==> src/rtl/time_of_day_bcd.sv <==
// time_of_day_bcd
//   HH:MM:SS real-time counter with six BCD digit outputs for seven-segment decoders.
//   It also produces second, minute and day pulses, and accepts manual minute and
//   hour increments for setting the time.
//
// Ports
//   i_clk          system clock
//   i_reset        synchronous, active-high reset
//   i_run          1 = prescaler and time advance; 0 = frozen
//   i_inc_min      single-cycle pulse: minutes +1 (no hour carry), clears seconds
//   i_inc_hr       single-cycle pulse: hours +1 (23 -> 00), clears seconds
//   o_sec_ones     BCD 0-9
//   o_sec_tens     BCD 0-5
//   o_min_ones     BCD 0-9
//   o_min_tens     BCD 0-5
//   o_hr_ones      BCD 0-9 (0-3 when o_hr_tens = 2)
//   o_hr_tens      BCD 0-2
//   o_sec_pulse    one cycle when seconds advance
//   o_min_pulse    one cycle when minutes advance by carry
//   o_day_pulse    one cycle on 23:59:59 -> 00:00:00
module time_of_day_bcd #(
    parameter int unsigned TICK_DIV = 50000000,
    parameter int unsigned PRE_W    = 26
) (
    input  logic       i_clk,
    input  logic       i_reset,
    input  logic       i_run,
    input  logic       i_inc_min,
    input  logic       i_inc_hr,
    output logic [3:0] o_sec_ones,
    output logic [3:0] o_sec_tens,
    output logic [3:0] o_min_ones,
    output logic [3:0] o_min_tens,
    output logic [3:0] o_hr_ones,
    output logic [3:0] o_hr_tens,
    output logic       o_sec_pulse,
    output logic       o_min_pulse,
    output logic       o_day_pulse
);

    localparam logic [PRE_W-1:0] PreMax = PRE_W'(TICK_DIV - 1);

    logic [PRE_W-1:0] r_pre, w_pre_d;
    logic [3:0] r_sec_ones, r_sec_tens, r_min_ones, r_min_tens, r_hr_ones, r_hr_tens;
    logic [3:0] w_sec_ones_d, w_sec_tens_d, w_min_ones_d, w_min_tens_d, w_hr_ones_d, w_hr_tens_d;
    logic r_sec_pulse, r_min_pulse, r_day_pulse;
    logic w_sec_pulse_d, w_min_pulse_d, w_day_pulse_d;

    logic w_tick, w_manual, w_min_at_59, w_hr_at_23;

    assign w_tick      = i_run && (r_pre == PreMax);
    assign w_manual    = i_inc_min | i_inc_hr;
    assign w_min_at_59 = (r_min_tens == 4'd5) && (r_min_ones == 4'd9);
    assign w_hr_at_23  = (r_hr_tens == 4'd2) && (r_hr_ones == 4'd3);

    always_comb begin
        w_pre_d       = r_pre;
        w_sec_ones_d  = r_sec_ones;
        w_sec_tens_d  = r_sec_tens;
        w_min_ones_d  = r_min_ones;
        w_min_tens_d  = r_min_tens;
        w_hr_ones_d   = r_hr_ones;
        w_hr_tens_d   = r_hr_tens;
        w_sec_pulse_d = 1'b0;
        w_min_pulse_d = 1'b0;
        w_day_pulse_d = 1'b0;

        // Minute/hour increment shared by the manual path and the carry chain.
        // The manual path is exclusive with the tick, so a tick arriving with a
        // button press is simply dropped.
        if (w_manual) begin
            w_pre_d      = '0;
            w_sec_ones_d = 4'd0;
            w_sec_tens_d = 4'd0;
            if (i_inc_min) begin
                if (r_min_ones == 4'd9) begin
                    w_min_ones_d = 4'd0;
                    w_min_tens_d = (r_min_tens == 4'd5) ? 4'd0 : r_min_tens + 4'd1;
                end else begin
                    w_min_ones_d = r_min_ones + 4'd1;
                end
            end
            if (i_inc_hr) begin
                if (w_hr_at_23) begin
                    w_hr_ones_d = 4'd0;
                    w_hr_tens_d = 4'd0;
                end else if (r_hr_ones == 4'd9) begin
                    w_hr_ones_d = 4'd0;
                    w_hr_tens_d = r_hr_tens + 4'd1;
                end else begin
                    w_hr_ones_d = r_hr_ones + 4'd1;
                end
            end
        end else if (i_run) begin
            if (!w_tick) begin
                w_pre_d = r_pre + PRE_W'(1);
            end else begin
                w_pre_d       = '0;
                w_sec_pulse_d = 1'b1;
                if (r_sec_ones != 4'd9) begin
                    w_sec_ones_d = r_sec_ones + 4'd1;
                end else begin
                    w_sec_ones_d = 4'd0;
                    if (r_sec_tens != 4'd5) begin
                        w_sec_tens_d = r_sec_tens + 4'd1;
                    end else begin
                        w_sec_tens_d  = 4'd0;
                        w_min_pulse_d = 1'b1;
                        if (r_min_ones != 4'd9) begin
                            w_min_ones_d = r_min_ones + 4'd1;
                        end else begin
                            w_min_ones_d = 4'd0;
                            w_min_tens_d = w_min_at_59 ? 4'd0 : r_min_tens + 4'd1;
                        end
                        if (w_min_at_59) begin
                            if (w_hr_at_23) begin
                                w_hr_ones_d   = 4'd0;
                                w_hr_tens_d   = 4'd0;
                                w_day_pulse_d = 1'b1;
                            end else if (r_hr_ones == 4'd9) begin
                                w_hr_ones_d = 4'd0;
                                w_hr_tens_d = r_hr_tens + 4'd1;
                            end else begin
                                w_hr_ones_d = r_hr_ones + 4'd1;
                            end
                        end
                    end
                end
            end
        end
    end

    always_ff @(posedge i_clk) begin
        if (i_reset) begin
            r_pre       <= '0;
            r_sec_ones  <= 4'd0;
            r_sec_tens  <= 4'd0;
            r_min_ones  <= 4'd0;
            r_min_tens  <= 4'd0;
            r_hr_ones   <= 4'd0;
            r_hr_tens   <= 4'd0;
            r_sec_pulse <= 1'b0;
            r_min_pulse <= 1'b0;
            r_day_pulse <= 1'b0;
        end else begin
            r_pre       <= w_pre_d;
            r_sec_ones  <= w_sec_ones_d;
            r_sec_tens  <= w_sec_tens_d;
            r_min_ones  <= w_min_ones_d;
            r_min_tens  <= w_min_tens_d;
            r_hr_ones   <= w_hr_ones_d;
            r_hr_tens   <= w_hr_tens_d;
            r_sec_pulse <= w_sec_pulse_d;
            r_min_pulse <= w_min_pulse_d;
            r_day_pulse <= w_day_pulse_d;
        end
    end

    assign o_sec_ones  = r_sec_ones;
    assign o_sec_tens  = r_sec_tens;
    assign o_min_ones  = r_min_ones;
    assign o_min_tens  = r_min_tens;
    assign o_hr_ones   = r_hr_ones;
    assign o_hr_tens   = r_hr_tens;
    assign o_sec_pulse = r_sec_pulse;
    assign o_min_pulse = r_min_pulse;
    assign o_day_pulse = r_day_pulse;

endmodule

==> config.mk <==
export PLATFORM = sky130hd
export DESIGN_NAME = time_of_day_bcd
export DESIGN_NICKNAME = d
export VERILOG_FILES = /design/src/rtl/time_of_day_bcd.sv
export SDC_FILE = /design/constraint.sdc
export NUM_CORES = 1
export LEC_CHECK = 0
export CAP_MARGIN = 20
export CORE_UTILIZATION = 60
export CTS_CLUSTER_DIAMETER = 40
export CTS_CLUSTER_SIZE = 10
export DETAILED_ROUTE_END_ITERATION = 12
export PLACE_DENSITY = 0.84
export SLEW_MARGIN = 25
export SYNTH_ARGS = -nofsm -noshare
export SYNTH_HDL_FRONTEND = slang
export SYNTH_SLANG_ARGS = --single-unit
==> constraint.sdc <==
create_clock -name i_clk -period 4.8 [get_ports i_clk]
set_input_delay 0.96 -clock i_clk [delete_from_list [all_inputs] [get_ports i_clk]]
set_output_delay 0.96 -clock i_clk [all_outputs]
set_load 0.05 [all_outputs]
# Word level (Yosys, flattened, before mapping)

Index checks and enable logic that the tools add are counted.

Register bits after elaboration: 53
Input port bits: 5
Output and inout bits: 27
Logic and storage cells: 94

Add/sub/neg operators: 7
Eq/ne operators: 15
Multiplexer cells: 42
Bitwise logic cells: 5
Reductions and logical operators: 15

Operators by type and width:

| kind                                                            | count |
|---|---|
| 4-bit two-way mux                                               | 38 |
| 26-bit by 1-bit adder with 26-bit output, second input constant | 1 |
| 26-bit == test, second input constant                           | 1 |
| 26-bit two-way mux                                              | 1 |
| 4-bit by 1-bit adder with 4-bit output, second input constant   | 6 |
| 2-bit != test, second input constant                            | 5 |
| 4-bit by 2-bit == test with 1-bit output, second input constant | 2 |
| 4-bit == test, second input constant                            | 2 |
| 4-bit != test, second input constant                            | 2 |
| 7-bit AND reduction                                             | 1 |
| 7-bit OR reduction                                              | 1 |
| 6-bit AND reduction                                             | 1 |
| 2-bit nonzero test                                              | 3 |
| 5-bit AND reduction                                             | 1 |
| 5-bit OR reduction                                              | 1 |
| 4-bit by 3-bit == test with 1-bit output, second input constant | 1 |
| 4-bit by 3-bit != test with 1-bit output, second input constant | 1 |
| 1-bit NOT                                                       | 4 |
| 1-bit logical AND                                               | 3 |
| 1-bit two-way mux                                               | 3 |
| 3-bit AND reduction                                             | 1 |
| 3-bit OR reduction                                              | 1 |
| 2-bit by 1-bit != test with 1-bit output, second input constant | 1 |
| 2-bit AND reduction                                             | 1 |
| other kinds (2)                                                 | 2 |

# Longest topological paths before layout

Gate-level depths: netlist of run 1.

Depth after elaboration: 9
Depth in mapped cells: 8
Gate-level depth less buffers: 7

# Least setup slack after synthesis of run 1

Ideal clock, no wire load.

Path kind: input port to flip-flop
Start point: input port i_run
End point: register r_hr_tens[3] (netlist: o_hr_tens[3])
Library setup time: 0.123 ns
Arrival time: 2.308 ns
Data required time: 4.677 ns
Slack: 2.369 ns
Cell stages on the path: 6
Path buffers: 1
Cells stage by stage: buf_4 > nand4_2 > and4bb_4 > nand4_1 > a211o_1 > mux2_1

Cells in the longest elaborated chain, start to end: 3
Elaborated cells between the ends (all ways): 4
Those cells by class: reduce/logical (4)

RTL lines:

| element                           | RTL line | text |
|---|---|---|
| start: declaration                | 27       | `input logic i_run,` |
| 1-bit logical AND                 | 51       | `assign w_tick = i_run && (r_pre == PreMax);` |
| 2-bit nonzero test (no line)      | n/a      |  |
| 6-bit AND reduction (no line) (*) | n/a      |  |
| end signal: assignment            | 152      | `r_hr_tens <= w_hr_tens_d;` |
| end: declaration                  | 44       | `logic [3:0] r_sec_ones, r_sec_tens, r_min_ones, r_min_tens, r_hr_ones, r_hr_tens;` |

Every way passes the cells marked *; elsewhere a longest branch is shown, timed or not.
A chain may end at the register's enable or synchronous reset.

# Worst setup path in the final report of run 1

Start point: input port i_run
End point: register r_pre[18]

Cells in the longest elaborated chain, start to end: 2

RTL lines:

| element                | RTL line | text |
|---|---|---|
| 1-bit logical AND      | 51       |  |
| 26-bit two-way mux     | 95       | `if (!w_tick) begin` |
| end signal: assignment | 146      | `r_pre <= w_pre_d;` |
| end: declaration       | 43       | `logic [PRE_W-1:0] r_pre, w_pre_d;` |

Parallel ways exist; a longest one is shown, timed or not.

==> impl_metrics.xml, run 1 <==
<?xml version="1.0" encoding="UTF-8"?>
<metrics>
  <group name="min_path">
    <metric name="whs_path_depth" unit="">2</metric>
    <metric name="holdCritPathClass" unit="">register to register</metric>
  </group>
  <group name="synthesis">
    <metric name="syn_nets" unit="">340</metric>
    <metric name="yosys-top-cells-area" unit="">dfxtp_1 (37%), nor2_1 (5.7%), xor2_1 (4.6%)</metric>
    <metric name="synth_warnings" unit="">0</metric>
    <metric name="synth.cells.most_frequent" unit="">dfxtp_1 (53), nor2_1 (43), nand2_1 (29)</metric>
    <metric name="number_of_enable_flip_flop_cells_after_synthesis" unit="">0</metric>
    <metric name="async_reset_ff_share" unit="%">0</metric>
    <metric name="synth_top_cell_area_share" unit="%">37.5</metric>
    <metric name="synth.lib_cells_used.distinct" unit="">52</metric>
    <metric name="post-synth-top-count-cell" unit="">dfxtp_1</metric>
    <metric name="syn_inst" unit="">326</metric>
    <metric name="yosys_register_bits" unit="">53</metric>
    <metric name="cell_type_with_the_highest_aggregate_area_in_the_netlist" unit="">dfxtp_1</metric>
    <metric name="seq_area_frac_synth" unit="%">37.5</metric>
    <metric name="synth_area" unit="um2">2830</metric>
    <metric name="top_ff_cell_synth" unit="">dfxtp_1</metric>
    <metric name="syn_area_per_cell" unit="um2">8.68</metric>
  </group>
  <group name="cts">
    <metric name="insertion_delay" unit="ps">310</metric>
    <metric name="cts_sinks" unit="">53</metric>
    <metric name="cts_repair_resize_count" unit="">0</metric>
    <metric name="h-tree-depth" unit="">2</metric>
    <metric name="postCtsSetupBuffers" unit="">0</metric>
    <metric name="ctsLongestPathBuffers" unit="">2</metric>
    <metric name="cts_buffers" unit="">5</metric>
    <metric name="cts.hold.buffers_added" unit="">0</metric>
    <metric name="cts_root_buf" unit="">clkbuf_8</metric>
    <metric name="cts.reportedPaths.clkPinSlew" unit="ps">90</metric>
    <metric name="cts_tree" unit="">yes</metric>
  </group>
  <group name="timing">
    <metric name="max-slew-margin-rel" unit="%">37.0</metric>
    <metric name="hold_viol_final" unit="">0</metric>
    <metric name="finalMaxSlewViolations" unit="">0</metric>
    <metric name="period_share" unit="%">61.4</metric>
    <metric name="grt_setup_unrepaired" unit="">no</metric>
    <metric name="setup_tns" unit="ps">0</metric>
    <metric name="period_minus_slack" unit="ps">2950</metric>
    <metric name="max_clock_freq" unit="MHz">339</metric>
    <metric name="fin_worst_hold_slack" unit="ps">493</metric>
    <metric name="final_setup_viols" unit="">0</metric>
    <metric name="worst_slew_pin_slew" unit="ps">936</metric>
    <metric name="clock_skew" unit="ps">5.55</metric>
  </group>
  <group name="floorplanning">
    <metric name="io_pins" unit="">32</metric>
    <metric name="dieWidth" unit="um">70.7</metric>
    <metric name="die_height" unit="um">70.7</metric>
    <metric name="floorplan.core_area" unit="um2">4440</metric>
    <metric name="fp.dieArea" unit="um2">5000</metric>
    <metric name="floorplan.rows" unit="">24</metric>
    <metric name="start_util" unit="%">63.7</metric>
  </group>
  <group name="critical_path">
    <metric name="setup.worst_path.class" unit="">primary input to register</metric>
    <metric name="worst-path-max-fanout" unit="">24</metric>
    <metric name="critPathArrivalTime" unit="ps">3110</metric>
    <metric name="cp_num_cells" unit="">6</metric>
    <metric name="path_cells" unit="">clkdlybuf4s50_1, nand4_2, and4bb_4, nand2_2, nand2_1, nor2_1</metric>
    <metric name="worstSetupStartpointType" unit="">primary input</metric>
    <metric name="worst_r2r_path_depth" unit="">6</metric>
    <metric name="timing.critical_path.required" unit="ps">4970</metric>
    <metric name="crit_path_top_delay_cell" unit="">nand2_1</metric>
    <metric name="crit_family" unit="">simple AND/OR/NAND/NOR gates</metric>
    <metric name="critical_path_sink_type" unit="">register</metric>
    <metric name="critical-path-max-stage-delay" unit="ps">640</metric>
    <metric name="critPathBufInv" unit="">1</metric>
  </group>
  <group name="routing">
    <metric name="dr_total_vias" unit="">2531</metric>
    <metric name="drt-pass1-iter-count" unit="">9</metric>
    <metric name="drc_errors" unit="">2</metric>
    <metric name="wl_per_cell" unit="um">14.8</metric>
    <metric name="detail_route.vias_per_cell" unit="">6.23</metric>
    <metric name="drt-initial-drc-count" unit="">221</metric>
    <metric name="wirelength_routed" unit="um">6000</metric>
    <metric name="postRouteAntennaNets" unit="">0</metric>
  </group>
  <group name="grt">
    <metric name="pin_count_of_the_biggest_net_entering_global_routing" unit="">28</metric>
    <metric name="grt_pass1_vias" unit="">2282</metric>
    <metric name="grt_util_all_layers" unit="%">24.8</metric>
    <metric name="global_route.overflow_total" unit="">0</metric>
    <metric name="number_of_antenna_violations_at_the_first_check_in_global_routing" unit="">0</metric>
    <metric name="grt_pass1_wl" unit="um">10100</metric>
  </group>
  <group name="cells_and_area">
    <metric name="final_nets" unit="">367</metric>
    <metric name="areaGrowthSynthToFinish" unit="%">15.3</metric>
    <metric name="antenna-diode-count" unit="">0</metric>
    <metric name="proportion_of_layout_cells_with_a_drive_suffix_above_1" unit="%">7.63</metric>
  </group>
  <group name="flow_run">
    <metric name="max_capacitance_violation_count" unit="">0</metric>
  </group>
  <group name="pwr">
    <metric name="ir_drop" unit="mV">0.197</metric>
    <metric name="power-per-cell-area" unit="nW/um2">250</metric>
    <metric name="p_leak" unit="nW">1.11</metric>
  </group>
  <group name="status">
    <metric name="run_status" unit="">complete, but fails checks</metric>
    <metric name="violations" unit="">design-rule violations</metric>
  </group>
  <group name="place">
    <metric name="place_congestion" unit="">0.779</metric>
    <metric name="io_buffer_count" unit="">31</metric>
    <metric name="place.detailed.hpwl" unit="um">4150</metric>
  </group>
</metrics>
## worst min-delay path, cell delays in order, from the launching register on
cell,delay [ps]
dfxtp_1,350
nand2_1,60
a21oi_1,50
## through the flow
stage / cells / power (W) / setup WS [ps] / utilization [%] / cell area (um2)
detailed placement: 398 / 0.000510 / 1510 / 70.8 / 3150
global placement: 398 / 0.000508 / 1570 / 70.8 / 3150
CTS: 406 / 0.000820 / 1850 / 73.5 / 3260
global route: 406 / 0.000841 / 1640 / 73.5 / 3260
finish: 406 / 0.000815 / 1850 / 73.5 / 3260
floorplan: 326 / 0.000493 / 2370 / - / 2830
## path summary, 6_finish.rpt
path,from,to,slack [ps]
setup reg to reg,r_pre[0],r_pre[18],2550
hold reg to reg,o_sec_ones[0],o_sec_ones[0],490
setup / recovery,i_run,r_pre[18],1850
hold / removal,o_sec_ones[0],o_sec_ones[0],490
## area by class of cell
class,count,area [um2]
timing repair buffer,32,318
sequential,53,1060
inverter,10,37.5
tap,52,65.1
clock inverter,1,30.0
fill,345,1180
clock buffer,7,86.3
multi-input combinational,251,1670
## kinds of logic (layout without fill, tap and decap cells)
group / count (synthesis) / count (layout) / synth area share, %
AO/OA/AOI/OAI: 36 / 36 / 8.09
multiplexers: 9 / 9 / 3.49
adder cells (fa/ha/maj): 9 / 9 / 3.98
AND/OR/NAND/NOR: 171 / 171 / 35.3
buffers and inverters: 22 / 50 / 3.63
XOR/XNOR: 26 / 26 / 8.05
flip-flops: 53 / 53 / 37.5
## cell usage in the layout (no fill, tap or decap), drive strengths merged, types with 4 or more instances in the layout
| cell | n |
|---|---|
| dfxtp | 53 |
| and3 | 5 |
| nor3 | 11 |
| clkbuf | 7 |
| xnor2 | 11 |
| mux2 | 7 |
| nand3 | 14 |
| nand2 | 30 |
| nand3b | 4 |
| clkdlybuf4s50 | 31 |
| ha | 9 |
| a21oi | 9 |
| nor4 | 8 |
| and2 | 4 |
| nor2 | 44 |
| inv | 10 |
| nor2b | 8 |
| and4 | 6 |
| xor2 | 15 |
| o21ai | 9 |
| nand4 | 11 |
| a31oi | 4 |
| nor4b | 8 |
## report_power, final
part           internal (W)  switching [W]
clock              0.000170       0.000145
combinational     0.0000186      0.0000330
sequential         0.000443     0.00000553
## registers in the layout, summed over array words and instances, names as in the netlist
register,cells
o_sec_tens,4
o_min_ones,4
o_min_pulse,1
o_min_tens,4
o_sec_pulse,1
o_sec_ones,4
r_pre,26
o_day_pulse,1
o_hr_ones,4
o_hr_tens,4
## routing by layer
layer	vias to the layer above	wire length [um]	track usage (%)
met2	92	2840	41.3
met1	1209	2790	32.7
met4	0	74	8.00
met5	-	0	0
li1	1221	-	-
met3	9	302	4.56
Power figures use the tool's default switching activity.
==> inputs of run 2 (changes only) <==
--- a/config.mk
+++ b/config.mk
@@ -6,11 +6,11 @@
 export NUM_CORES = 1
 export LEC_CHECK = 0
 export CAP_MARGIN = 20
-export CORE_UTILIZATION = 60
+export CORE_UTILIZATION = 56
 export CTS_CLUSTER_DIAMETER = 40
 export CTS_CLUSTER_SIZE = 10
 export DETAILED_ROUTE_END_ITERATION = 12
-export PLACE_DENSITY = 0.84
+export PLACE_DENSITY = 0.8
 export SLEW_MARGIN = 25
 export SYNTH_ARGS = -nofsm -noshare
 export SYNTH_HDL_FRONTEND = slang
==> constraint.sdc (replaced) <==
create_clock -name i_clk -period 3 [get_ports i_clk]
set_input_delay 0.6 -clock i_clk [delete_from_list [all_inputs] [get_ports i_clk]]
set_output_delay 0.6 -clock i_clk [all_outputs]
set_load 0.05 [all_outputs]
==> impl_metrics.xml, run 2 (same netlist as run 1, synthesis figures left out) <==
<?xml version="1.0" encoding="UTF-8"?>
<metrics>
  <group name="routing">
    <metric name="drc_errors" unit="">0</metric>
    <metric name="dr_total_vias" unit="">2431</metric>
    <metric name="wirelength_routed" unit="um">6030</metric>
    <metric name="postRouteAntennaNets" unit="">0</metric>
    <metric name="drt-pass1-iter-count" unit="">4</metric>
    <metric name="detail_route.vias_per_cell" unit="">5.72</metric>
    <metric name="wl_per_cell" unit="um">14.2</metric>
    <metric name="drt-initial-drc-count" unit="">104</metric>
  </group>
  <group name="pwr">
    <metric name="design_power_total" unit="W">0.00121</metric>
    <metric name="power.sequential.fraction" unit="%">59.3</metric>
    <metric name="ir_drop" unit="mV">0.248</metric>
    <metric name="clockPowerShare" unit="%">33.6</metric>
    <metric name="p_leak" unit="nW">1.12</metric>
    <metric name="power-per-cell-area" unit="nW/um2">368</metric>
    <metric name="power.share.combinational" unit="%">7.1</metric>
    <metric name="sw_frac_of_total" unit="%">23.5</metric>
    <metric name="intPower" unit="W">0.000925</metric>
    <metric name="p_sw" unit="W">0.000285</metric>
  </group>
  <group name="cts">
    <metric name="insertion_delay" unit="ps">300</metric>
    <metric name="cts_root_buf" unit="">clkbuf_8</metric>
    <metric name="cts.reportedPaths.clkPinSlew" unit="ps">90</metric>
    <metric name="postCtsSetupBuffers" unit="">0</metric>
    <metric name="cts_tree" unit="">yes</metric>
    <metric name="ctsLongestPathBuffers" unit="">2</metric>
    <metric name="cts.hold.buffers_added" unit="">0</metric>
    <metric name="cts_sinks" unit="">53</metric>
    <metric name="cts_buffers" unit="">5</metric>
    <metric name="cts_repair_resize_count" unit="">0</metric>
    <metric name="h-tree-depth" unit="">2</metric>
  </group>
  <group name="timing">
    <metric name="period_minus_slack" unit="ps">2300</metric>
    <metric name="max-slew-margin-rel" unit="%">66.1</metric>
    <metric name="setup_tns" unit="ps">0</metric>
    <metric name="hold_viol_final" unit="">0</metric>
    <metric name="worst_slew_pin_slew" unit="ps">508</metric>
    <metric name="final_setup_viols" unit="">0</metric>
    <metric name="clock_skew" unit="ps">7.48</metric>
    <metric name="period_share" unit="%">76.6</metric>
    <metric name="finalMaxSlewViolations" unit="">0</metric>
    <metric name="grt_setup_unrepaired" unit="">no</metric>
    <metric name="max_clock_freq" unit="MHz">435</metric>
  </group>
  <group name="grt">
    <metric name="number_of_antenna_violations_at_the_first_check_in_global_routing" unit="">0</metric>
    <metric name="global_route.overflow_total" unit="">0</metric>
    <metric name="grt_util_all_layers" unit="%">24.2</metric>
    <metric name="grt_pass1_wl" unit="um">10100</metric>
    <metric name="grt_pass1_vias" unit="">2289</metric>
    <metric name="pin_count_of_the_biggest_net_entering_global_routing" unit="">25</metric>
  </group>
  <group name="cells_and_area">
    <metric name="layout.cells.most_common_list" unit="">dfxtp_1 (53), nor2_1 (43), clkdlybuf4s50_1 (31)</metric>
    <metric name="final_nets" unit="">372</metric>
    <metric name="regMostFlops" unit="">r_pre</metric>
    <metric name="antenna-diode-count" unit="">0</metric>
    <metric name="layout.cells.most_common" unit="">dfxtp_1</metric>
    <metric name="number_of_flip_flops_under_the_largest_register_name" unit="">26</metric>
    <metric name="areaGrowthSynthToFinish" unit="%">16.3</metric>
    <metric name="proportion_of_layout_cells_with_a_drive_suffix_above_1" unit="%">8.66</metric>
  </group>
  <group name="floorplanning">
    <metric name="start_util" unit="%">59.1</metric>
    <metric name="dieWidth" unit="um">73.1</metric>
    <metric name="floorplan.rows" unit="">25</metric>
    <metric name="fp.dieArea" unit="um2">5340</metric>
    <metric name="die_height" unit="um">73.1</metric>
    <metric name="floorplan.core_area" unit="um2">4790</metric>
    <metric name="io_pins" unit="">32</metric>
  </group>
  <group name="place">
    <metric name="io_buffer_count" unit="">31</metric>
    <metric name="place_congestion" unit="">0.852</metric>
    <metric name="place.detailed.hpwl" unit="um">4450</metric>
  </group>
  <group name="critical_path">
    <metric name="worst-path-max-fanout" unit="">7</metric>
    <metric name="setup.worst_path.class" unit="">primary input to register</metric>
    <metric name="crit_family" unit="">simple AND/OR/NAND/NOR gates</metric>
    <metric name="critical_path_sink_type" unit="">register</metric>
    <metric name="timing.critical_path.required" unit="ps">3190</metric>
    <metric name="critPathArrivalTime" unit="ps">2490</metric>
    <metric name="crit_path_top_delay_cell" unit="">or4_1</metric>
    <metric name="critical-path-max-stage-delay" unit="ps">750</metric>
    <metric name="path_cells" unit="">clkdlybuf4s50_1, nand4_2, or4_1, nor3_1, xnor2_1, nor2_1</metric>
    <metric name="critPathBufInv" unit="">1</metric>
    <metric name="worstSetupStartpointType" unit="">primary input</metric>
  </group>
  <group name="min_path">
    <metric name="holdCritPathClass" unit="">register to register</metric>
  </group>
  <group name="flow_run">
    <metric name="max_capacitance_violation_count" unit="">0</metric>
  </group>
  <group name="status">
    <metric name="run_status" unit="">finished clean</metric>
  </group>
</metrics>
[run 2: final timing paths]
path	slack, ps	start	cells past startpoint	to
worst min-delay path	490	o_sec_ones[0]	2	o_sec_ones[0]
worst max-delay path	700	i_run	6	r_pre[21]
worst min register to register	490	o_sec_ones[0]	2	o_sec_ones[0]
worst max register to register	840	o_sec_tens[2]	5	o_hr_tens[3]
[run 2: metal layers]
| metal | up-vias | global-route usage [%] | part of all wire [%] |
|---|---|---|---|
| li1 | 1223 | - | - |
| met1 | 1154 | 31.2 | 48 |
| met2 | 47 | 41.3 | 48 |
| met3 | 7 | 4.14 | 3.2 |
| met4 | 0 | 7.19 | 1.1 |
| met5 | - | 0 | 0 |
[run 2: tightest hold or removal path, stage by stage, from the launching register on]
cell	delay (ps)
dfxtp_1	340
nand2_1	60
a21oi_1	50
[run 2: cell type report]
cell class,instances,area [um2]
multi-input combinational,251,1670
fill,373,1500
sequential,53,1060
timing repair buffer,37,355
clock buffer,7,86.3
tap,67,83.8
inverter,10,37.5
[run 2: power groups by stage]
stage	Clock, W	Combinational [W]	Sequential, W
3_3_place_gp	0	0.0000837	0.000734
3_5_place_dp	0	0.0000851	0.000734
2_1_floorplan	0	0.0000373	0.000752
5_1_grt	0.000445	0.0000923	0.000719
6_report	0.000407	0.0000858	0.000718
4_1_cts	0.000419	0.0000856	0.000717
[run 2: stage by stage]
step                      area, um2  util [%]  hold WS [ps]  setup slack (ps)  cells
after floorplan                2830         -           478               759    326
after global placement         3200      67.0           475               407    418
after detailed placement       3200      67.0           482               388    418
after CTS                      3290      68.8           495               697    425
after global routing           3290      68.8           538               563    425
final                          3290      68.8           491               702    425
==> inputs of run 3 (changes only) <==
==> constraint.sdc (replaced) <==
create_clock -name i_clk -period 2.3 [get_ports i_clk]
set_input_delay 0.46 -clock i_clk [delete_from_list [all_inputs] [get_ports i_clk]]
set_output_delay 0.46 -clock i_clk [all_outputs]
set_load 0.05 [all_outputs]
==> impl_metrics.xml, run 3 (same netlist as run 1, synthesis figures left out) <==
<?xml version="1.0" encoding="UTF-8"?>
<metrics>
  <group name="status">
    <metric name="run_status" unit="">finished clean</metric>
  </group>
  <group name="critical_path">
    <metric name="critPathArrivalTime" unit="ps">1640</metric>
    <metric name="critPathBufInv" unit="">1</metric>
    <metric name="startpoint" unit="">o_hr_ones[2]</metric>
    <metric name="timing.critical_path.required" unit="ps">1840</metric>
    <metric name="crit_path_top_delay_cell" unit="">clkdlybuf4s50_1</metric>
    <metric name="critical_path_sink_type" unit="">output port</metric>
    <metric name="crit_family" unit="">buffers and inverters</metric>
    <metric name="worst-path-max-fanout" unit="">9</metric>
    <metric name="timing.reg2reg.setup_slack" unit="ps">270</metric>
    <metric name="worst_r2r_path_depth" unit="">6</metric>
    <metric name="setup.worst_path.class" unit="">register to output port</metric>
    <metric name="r2r-end" unit="">o_hr_tens[3]</metric>
    <metric name="critPathCapture" unit="">o_hr_ones[2]</metric>
    <metric name="worstSetupStartpointType" unit="">register</metric>
    <metric name="cp_num_cells" unit="">1</metric>
    <metric name="crit-reg2reg-launch" unit="">r_pre[0]</metric>
    <metric name="critical-path-max-stage-delay" unit="ps">860</metric>
    <metric name="path_cells" unit="">clkdlybuf4s50_1</metric>
  </group>
  <group name="routing">
    <metric name="postRouteAntennaNets" unit="">0</metric>
    <metric name="drt-met1-wl" unit="um">2930</metric>
    <metric name="drt-initial-drc-count" unit="">120</metric>
    <metric name="routed.top_layer" unit="">met4</metric>
    <metric name="dr_wl_met3" unit="um">280</metric>
    <metric name="wl_per_cell" unit="um">14.6</metric>
    <metric name="wirelength_routed" unit="um">6420</metric>
    <metric name="dr_total_vias" unit="">2548</metric>
    <metric name="routed-wl-met2" unit="um">3120</metric>
    <metric name="drc_errors" unit="">0</metric>
    <metric name="detail_route.vias_per_cell" unit="">5.80</metric>
    <metric name="drt-pass1-iter-count" unit="">4</metric>
  </group>
  <group name="grt">
    <metric name="grt_util_all_layers" unit="%">25.1</metric>
    <metric name="global_route.overflow_total" unit="">0</metric>
    <metric name="grt_pass1_vias" unit="">2339</metric>
    <metric name="pin_count_of_the_biggest_net_entering_global_routing" unit="">25</metric>
    <metric name="number_of_antenna_violations_at_the_first_check_in_global_routing" unit="">0</metric>
    <metric name="grt_pass1_wl" unit="um">10400</metric>
  </group>
  <group name="place">
    <metric name="place.detailed.instances" unit="">431</metric>
    <metric name="place_congestion" unit="">0.856</metric>
    <metric name="place.detailed.hpwl" unit="um">4690</metric>
    <metric name="placement.cell_area" unit="um2">3310</metric>
    <metric name="io_buffer_count" unit="">31</metric>
  </group>
  <group name="pwr">
    <metric name="power-per-cell-area" unit="nW/um2">462</metric>
    <metric name="p_leak" unit="nW">1.18</metric>
    <metric name="ir_drop" unit="mV">0.341</metric>
  </group>
  <group name="cts">
    <metric name="postCtsSetupBuffers" unit="">0</metric>
    <metric name="insertion_delay" unit="ps">310</metric>
    <metric name="cts_tree" unit="">yes</metric>
    <metric name="cts_sinks" unit="">53</metric>
    <metric name="cts_buffers" unit="">5</metric>
    <metric name="h-tree-depth" unit="">2</metric>
    <metric name="ctsLongestPathBuffers" unit="">2</metric>
    <metric name="cts.reportedPaths.clkPinSlew" unit="ps">90</metric>
    <metric name="cts_repair_resize_count" unit="">0</metric>
    <metric name="cts_root_buf" unit="">clkbuf_8</metric>
    <metric name="cts.hold.buffers_added" unit="">0</metric>
  </group>
  <group name="cells_and_area">
    <metric name="regMostFlops" unit="">r_pre</metric>
    <metric name="antenna-diode-count" unit="">0</metric>
    <metric name="fill_cells" unit="">388</metric>
    <metric name="final_instance_area" unit="um2">3390</metric>
    <metric name="areaGrowthSynthToFinish" unit="%">19.9</metric>
    <metric name="layout.cells.non_filler" unit="">439</metric>
    <metric name="proportion_of_layout_cells_with_a_drive_suffix_above_1" unit="%">11.6</metric>
    <metric name="layout.cells.most_common_list" unit="">dfxtp_1 (53), nor2_1 (43), clkdlybuf4s50_1 (31)</metric>
    <metric name="layout.cells.most_common" unit="">dfxtp_1</metric>
    <metric name="final_nets" unit="">385</metric>
    <metric name="number_of_flip_flops_under_the_largest_register_name" unit="">26</metric>
  </group>
  <group name="timing">
    <metric name="finalMaxSlewViolations" unit="">0</metric>
    <metric name="final_setup_viols" unit="">0</metric>
    <metric name="fin_worst_hold_slack" unit="ps">501</metric>
    <metric name="hold_viol_final" unit="">0</metric>
    <metric name="clock_skew" unit="ps">12.9</metric>
    <metric name="worst_slew_pin_slew" unit="ps">516</metric>
    <metric name="max_clock_freq" unit="MHz">475</metric>
    <metric name="period_minus_slack" unit="ps">2100</metric>
    <metric name="grt_setup_unrepaired" unit="">no</metric>
    <metric name="setup_tns" unit="ps">0</metric>
    <metric name="max-slew-margin-rel" unit="%">65.5</metric>
    <metric name="period_share" unit="%">91.5</metric>
  </group>
  <group name="flow_run">
    <metric name="max_capacitance_violation_count" unit="">0</metric>
  </group>
  <group name="floorplanning">
    <metric name="start_util" unit="%">59.1</metric>
    <metric name="io_pins" unit="">32</metric>
    <metric name="die_height" unit="um">73.1</metric>
    <metric name="floorplan.rows" unit="">25</metric>
    <metric name="floorplan.core_area" unit="um2">4790</metric>
    <metric name="fp.dieArea" unit="um2">5340</metric>
    <metric name="dieWidth" unit="um">73.1</metric>
  </group>
  <group name="min_path">
    <metric name="holdCritPathClass" unit="">register to register</metric>
    <metric name="worstHoldStart" unit="">o_sec_ones[0]</metric>
  </group>
</metrics>
==> run 3: power breakdown <==
| group | total (W) | switching [W] | internal [W] |
|---|---|---|---|
| registers | 0.000936 | 0.0000112 | 0.000925 |
| clock network | 0.000514 | 0.000296 | 0.000217 |
| logic | 0.000117 | 0.0000706 | 0.0000465 |
==> run 3: worst min path at each step <==
stage	to	slack, ps	cells after the start
final	o_sec_ones[0]	500	2
after CTS	o_sec_ones[0]	500	2
after detailed placement	o_sec_ones[0]	490	2
after floorplan	r_pre[15]	480	2
after global placement	o_sec_ones[0]	470	2
after global routing	o_sec_ones[0]	530	2
==> run 3: metrics by stage <==
| stage | power [W] | utilization, % | setup slack [ps] |
|---|---|---|---|
| 2_1_floorplan | 0.00103 | - | 58.6 |
| 3_3_place_gp | 0.00107 | 69.3 | -47.1 |
| 3_5_place_dp | 0.00107 | 69.3 | -86.9 |
| 4_1_cts | 0.00158 | 70.9 | 197 |
| 5_1_grt | 0.00162 | 70.9 | 107 |
| 6_report | 0.00157 | 70.9 | 196 |
==> run 3: layout make-up <==
| class | count | area (um2) | share of cell area (%) |
|---|---|---|---|
| sequential | 53 | 1060 | 31.3 |
| inverter | 10 | 37.5 | 1.11 |
| multi-input combinational | 251 | 1670 | 49.1 |
| clock buffer | 8 | 80.1 | 2.36 |
| timing repair buffer | 50 | 465 | 13.7 |
| tap | 67 | 83.8 | 2.47 |
==> run 3: layer usage <==
metal / up-vias / global-route usage, %
met2: 55 / 42.8
met5: - / 0
met4: 0 / 7.41
met3: 13 / 5.11
li1: 1256 / -
met1: 1224 / 31.8
